[src/rtl/icu_pkg.sv]
// Shared types for the 1-bit industrial control unit core: opcodes, FSM states
// and the opcode classification used by the fetch/execute sequencer.
package icu_pkg;

  typedef enum logic [3:0] {
    OpNopo = 4'h0,
    OpLd   = 4'h1,
    OpLdc  = 4'h2,
    OpAnd  = 4'h3,
    OpAndc = 4'h4,
    OpOr   = 4'h5,
    OpOrc  = 4'h6,
    OpXnor = 4'h7,
    OpSto  = 4'h8,
    OpStoc = 4'h9,
    OpIen  = 4'hA,
    OpOen  = 4'hB,
    OpJmp  = 4'hC,
    OpRtn  = 4'hD,
    OpSkz  = 4'hE,
    OpNopf = 4'hF
  } opcode_t;

  typedef enum logic [1:0] {
    StFetch = 2'd0,
    StExec  = 2'd1,
    StIoReq = 2'd2,
    StIoRel = 2'd3
  } state_t;

  // Instructions that run a handshake with the IO block (stores may still be
  // demoted to a NOP by the core when output is disabled).
  function automatic logic is_io_op(opcode_t op);
    return op inside {OpLd, OpLdc, OpAnd, OpAndc, OpOr, OpOrc, OpXnor,
                      OpSto, OpStoc, OpIen, OpOen};
  endfunction

endpackage

[src/rtl/icu_logic_unit.sv]
// Combinational result-register update for the load and logic instructions;
// every other opcode passes the current result through unchanged.
module icu_logic_unit
  import icu_pkg::*;
(
  input  opcode_t op_i,
  input  logic    rr_i,
  input  logic    d_i,
  output logic    rr_o
);

  always_comb begin
    rr_o = rr_i;
    case (op_i)
      OpLd:    rr_o = d_i;
      OpLdc:   rr_o = ~d_i;
      OpAnd:   rr_o = rr_i & d_i;
      OpAndc:  rr_o = rr_i & ~d_i;
      OpOr:    rr_o = rr_i | d_i;
      OpOrc:   rr_o = rr_i | ~d_i;
      OpXnor:  rr_o = ~(rr_i ^ d_i);
      default: rr_o = rr_i;
    endcase
  end

endmodule

[src/rtl/icu_core.sv]
// Execution core of the 1-bit control unit: fetches from synchronous program
// memory, holds RR/IEN/OEN/skip and drives the four-phase IO handshake.
module icu_core
  import icu_pkg::*;
#(
  parameter int unsigned ADDR_WIDTH = 4,
  parameter int unsigned PC_WIDTH   = 8
) (
  input  logic                  clk,
  input  logic                  reset,
  output logic [PC_WIDTH-1:0]   prog_addr,
  input  logic [ADDR_WIDTH+3:0] prog_data,
  output logic [ADDR_WIDTH-1:0] io_address,
  output logic                  io_write,
  output logic                  io_wdata,
  input  logic                  io_rdata,
  output logic                  io_req,
  input  logic                  io_ack,
  output logic                  rr,
  output logic                  flag_o,
  output logic                  flag_f,
  output logic                  jmp,
  output logic                  rtn
);

  state_t                state_q, state_d;
  logic [PC_WIDTH-1:0]   pc_q, pc_d, pc_inc;
  logic                  rr_q, rr_d;
  logic                  ien_q, ien_d;
  logic                  oen_q, oen_d;
  logic                  skip_q, skip_d;
  opcode_t               op_q, op_d;
  logic [ADDR_WIDTH-1:0] io_address_q, io_address_d;
  logic                  io_write_q, io_write_d;
  logic                  io_wdata_q, io_wdata_d;
  logic                  flag_o_q, flag_o_d;
  logic                  flag_f_q, flag_f_d;
  logic                  jmp_q, jmp_d;
  logic                  rtn_q, rtn_d;

  opcode_t               op_dec;
  logic [ADDR_WIDTH-1:0] addr_dec;
  logic                  is_store;
  logic                  d_masked;
  logic                  rr_lu;

  assign op_dec   = opcode_t'(prog_data[ADDR_WIDTH +: 4]);
  assign addr_dec = prog_data[ADDR_WIDTH-1:0];
  assign is_store = (op_dec == OpSto) || (op_dec == OpStoc);
  assign pc_inc   = pc_q + PC_WIDTH'(1);
  assign d_masked = io_rdata & ien_q;

  icu_logic_unit u_logic_unit (
    .op_i (op_q),
    .rr_i (rr_q),
    .d_i  (d_masked),
    .rr_o (rr_lu)
  );

  always_comb begin
    state_d      = state_q;
    pc_d         = pc_q;
    rr_d         = rr_q;
    ien_d        = ien_q;
    oen_d        = oen_q;
    skip_d       = skip_q;
    op_d         = op_q;
    io_address_d = io_address_q;
    io_write_d   = io_write_q;
    io_wdata_d   = io_wdata_q;
    flag_o_d     = 1'b0;
    flag_f_d     = 1'b0;
    jmp_d        = 1'b0;
    rtn_d        = 1'b0;

    unique case (state_q)
      StFetch: state_d = StExec;

      StExec: begin
        state_d = StFetch;
        pc_d    = pc_inc;
        if (skip_q) begin
          // A skipped instruction never sets skip itself, so skips do not chain.
          skip_d = 1'b0;
        end else if (is_io_op(op_dec) && (oen_q || !is_store)) begin
          state_d      = StIoReq;
          pc_d         = pc_q;
          op_d         = op_dec;
          io_address_d = addr_dec;
          io_write_d   = is_store;
          io_wdata_d   = is_store & (rr_q ^ (op_dec == OpStoc));
        end else begin
          case (op_dec)
            OpNopo: flag_o_d = 1'b1;
            OpNopf: flag_f_d = 1'b1;
            OpJmp: begin
              pc_d  = PC_WIDTH'(addr_dec);
              jmp_d = 1'b1;
            end
            OpRtn: begin
              rtn_d  = 1'b1;
              skip_d = 1'b1;
            end
            OpSkz:   skip_d = ~rr_q;
            default: begin end
          endcase
        end
      end

      StIoReq: begin
        if (io_ack) begin
          rr_d = rr_lu;
          if (op_q == OpIen) ien_d = io_rdata;
          if (op_q == OpOen) oen_d = io_rdata;
          state_d = StIoRel;
        end
      end

      StIoRel: begin
        if (!io_ack) begin
          pc_d    = pc_inc;
          state_d = StFetch;
        end
      end
    endcase
  end

  always_ff @(posedge clk) begin
    if (reset) begin
      state_q      <= StFetch;
      pc_q         <= '0;
      rr_q         <= 1'b0;
      ien_q        <= 1'b0;
      oen_q        <= 1'b0;
      skip_q       <= 1'b0;
      op_q         <= OpNopo;
      io_address_q <= '0;
      io_write_q   <= 1'b0;
      io_wdata_q   <= 1'b0;
      flag_o_q     <= 1'b0;
      flag_f_q     <= 1'b0;
      jmp_q        <= 1'b0;
      rtn_q        <= 1'b0;
    end else begin
      state_q      <= state_d;
      pc_q         <= pc_d;
      rr_q         <= rr_d;
      ien_q        <= ien_d;
      oen_q        <= oen_d;
      skip_q       <= skip_d;
      op_q         <= op_d;
      io_address_q <= io_address_d;
      io_write_q   <= io_write_d;
      io_wdata_q   <= io_wdata_d;
      flag_o_q     <= flag_o_d;
      flag_f_q     <= flag_f_d;
      jmp_q        <= jmp_d;
      rtn_q        <= rtn_d;
    end
  end

  assign prog_addr  = pc_q;
  assign io_address = io_address_q;
  assign io_write   = io_write_q;
  assign io_wdata   = io_wdata_q;
  assign io_req     = (state_q == StIoReq);
  assign rr         = rr_q;
  assign flag_o     = flag_o_q;
  assign flag_f     = flag_f_q;
  assign jmp        = jmp_q;
  assign rtn        = rtn_q;

endmodule

[config.mk]
export PLATFORM = sky130hd
export DESIGN_NAME = icu_core
export DESIGN_NICKNAME = d
export VERILOG_FILES = /design/src/rtl/icu_pkg.sv /design/src/rtl/icu_logic_unit.sv /design/src/rtl/icu_core.sv
export SDC_FILE = /design/constraint.sdc
export NUM_CORES = 1
export LEC_CHECK = 0
export BUFFER_PORTS_ARGS = -buffer_cell sky130_fd_sc_hd__buf_4
export CORE_ASPECT_RATIO = 1.4
export CORE_MARGIN = 2
export CORE_UTILIZATION = 40
export CTS_CLUSTER_SIZE = 24
export DETAILED_ROUTE_END_ITERATION = 10
export PLACE_DENSITY = 0.68
export SETUP_SLACK_MARGIN = 0.4
export SYNTH_ARGS = -nofsm -noshare
export SYNTH_HDL_FRONTEND = slang
export SYNTH_SLANG_ARGS = --single-unit
[constraint.sdc]
create_clock -name clk -period 3.5 [get_ports clk]
set_clock_uncertainty 0.1 [all_clocks]
set_input_delay 0.7 -clock clk [delete_from_list [all_inputs] [get_ports clk]]
set_output_delay 0.7 -clock clk [all_outputs]
set_load 0.01 [all_outputs]
==> metrics.yaml <==
status: "complete, no violations"
ys.warnings.count: 0
cts.sinks: 28
dr.pass1.iters: 4
hold-path-endpoint: "io_wdata"
clk_latency_ns: 0.28
io_buffers: 31
overflow: 0
antenna_found_initial: 0
leakage_nw: 0.681
die_h_um: 73.8
critPathMaxFanout: 7
crit_family: "compound AO/OA/AOI/OAI gates"
totalPowerFinal_mw: 0.716
syn_area_mm2: 0.00139
min_period_ns: 2.09
p_clk_share_pct: 35.1
root_buffer: "clkbuf_8"
synth-edff-count: 0
p_seq_share_pct: 48.8
fp.dieW_um: 53.8
holdWs_ns: 0.383
diodes: 0
rsz0062_at_grt: "no"
relSlewSlack_pct: 52.8
synth_nets: 169
synth_commonest_cells: "28 x dfxtp_1, 15 x mux2i_1, 14 x nor2_1"
peakVddDrop_mv: 0.222
start_util_pct: 41.6
synthCells: 156
vias_per_cell: 5.85
drv_cap: 0
hold_depth: 2
start_kind: "input pin"
drive_gt1_share_pct: 22.6
drc_errors: 0
wl_um: 3370
first_global_vias: 1230
clk_pin_slew_worst_paths_ns: 0.09
avgSynthCellArea_um2: 8.92
r2r-end: "prog_addr[1]"
grt_usage_pct: 18.4
cp_num_buf_inv: 1
finalSetupViolCount: 0
via_count: 1322
fin_crit_sh_pct: 59.7
ios: 32
async_flop_share_pct: 0
tns_ns: 0
hold_start: "io_wdata"
ff2ff_path_depth: 4
rows: 25
synth-seq-area-share_pct: 40.3
synth_xor_area_share_pct: 0.629
crit_path_max_incr_delay_ns: 0.73
grt_pass1_wl_um: 5550
timing.final.hold_violations: 0
p_switching_mw: 0.180
grt_max_degree: 24
dpl.hpwl_um: 2490
synth_area_leaders: "dfxtp_1 40%, mux2i_1 11%, nor2_1 3.8%"
ant_nets: 0
synth-compound-area-share_pct: 17.0
r2r_setup_slack_ns: 1.66
synthAdderAreaFrac_pct: 0.899
arrival_ns: 2.14
synth_top_family_by_area: "simple AND/OR/NAND/NOR gates"
clock_path_buffers: 2
die_area_mm2: 0.00397
cts_tree: "built"
hold_path.class: "register to register"
wl_per_cell_um: 14.9
synth_largest_area_cell: "dfxtp_1"
ys_ff_latch: 28
cp.required_ns: 3.55
cts_resized: 0
final_nets: 200
ctsHoldBuffers: 0
drv_slew: 0
yosys.area_share.simple_pct: 26.9
cts_max_level: 1
sw_frac_of_total_pct: 25.1
syn2layout_area_growth_pct: 23.8
synth_most_common_cell: "dfxtp_1"
cp_slowest_cell: "a2111oi_2"
cts_setup_buffers: 0
intPower_mw: 0.536
synth_cell_types: 42
tightest_slew_ns: 0.706
largest_reg_flops: 8
place_congestion: 0.889
drt_iter0_drc: 31
synth_top_area_share_pct: 40.3
comb_power_share_pct: 16.1
cts_buffers: 3
path_cells: "buf_4, o21bai_1, a2111oi_2, nor4_1, mux2i_1"
core-area_mm2: 0.00335
fmax_mhz: 479
muxShareOfSynthArea_pct: 10.8
powerDensity_mw_per_mm2: 415
synth_flop_cell: "dfxtp_1"
path_class: "input pin to register"
critPathCaptureType: "register"
## how the worst max path moves through the flow
stage / cells after the start / endpoint / slack (ns) / from
floorplan: 6 / io_address[0] / 1.32 / prog_data[5]
finish: 5 / prog_addr[5] / 1.41 / prog_data[6]
global route: 5 / prog_addr[5] / 1.31 / prog_data[6]
CTS: 5 / prog_addr[5] / 1.42 / prog_data[6]
detailed placement: 5 / prog_addr[5] / 1.12 / prog_data[6]
global placement: 5 / prog_addr[2] / 1.22 / prog_data[6]
## layout make-up
class	count	area (um^2)
inverters	5	18.8
repair buffers	32	240
well taps	40	50.0
clock inverters	1	30.0
flip-flops and latches	28	561
multi-input cells	117	782
clock buffers	3	41.3
fillers	295	1620
## per-stage QoR
stage / worst slack [ns] / instance area (um^2) / cells / util (%)
4_1_cts: 1.42 / 1720 / 226 / 51.5
3_5_place_dp: 1.12 / 1650 / 222 / 49.3
5_1_grt: 1.31 / 1720 / 226 / 51.5
3_3_place_gp: 1.22 / 1650 / 222 / 49.3
2_1_floorplan: 1.32 / 1390 / 156 / -
6_report: 1.41 / 1720 / 226 / 51.5
## placed cells by master, fill, tap and decap left out, types with 2 or more instances in the layout
master | netlist | layout
buf_4 | 1 | 32
dfxtp_1 | 28 | 28
mux2i_1 | 15 | 15
nor2_1 | 14 | 14
nand2_1 | 13 | 13
a21oi_1 | 8 | 8
nor2b_1 | 6 | 6
o21ai_0 | 6 | 6
inv_1 | 5 | 5
nand2b_1 | 5 | 5
nand3_1 | 5 | 5
a211oi_1 | 4 | 4
nor3_1 | 4 | 4
a31oi_1 | 3 | 3
nor3b_1 | 3 | 3
clkbuf_8 | 0 | 3
and3_1 | 2 | 2
a2111oi_2 | 2 | 2
nand4_1 | 2 | 2
o32ai_1 | 2 | 2
nor4_1 | 2 | 2
nand3b_1 | 2 | 2
## logic make-up (layout without fill, tap and decap cells)
logic type / Yosys count / in the layout
and+or+nand+nor: 67 / 67
AOI/OAI and AO/OA: 33 / 33
DFF: 28 / 28
muxes: 15 / 15
buffers and inverters: 11 / 41
adders and majority gates: 1 / 1
xor gates and xnor gates: 1 / 1
## power groups by stage
stage / combinational (mW) / clock [mW] / sequential [mW]
global placement: 0.111 / 0 / 0.354
floorplan: 0.0733 / 0 / 0.353
CTS: 0.115 / 0.256 / 0.349
global route: 0.126 / 0.267 / 0.351
detailed placement: 0.114 / 0 / 0.356
finish: 0.115 / 0.251 / 0.349
## layer usage
metal	GRT usage (%)	wire length [um]
met2	29.7	1640
met1	23.2	1450
met4	9.40	118
met3	2.64	157
met5	0	0
## tightest hold or removal path, cell delays in order, from the launching register on
cell and delay (ns):
dfxtp_1 0.32, nand2b_1 0.06, a21oi_1 0.06
No activity file was read; power rests on OpenSTA's default activity.
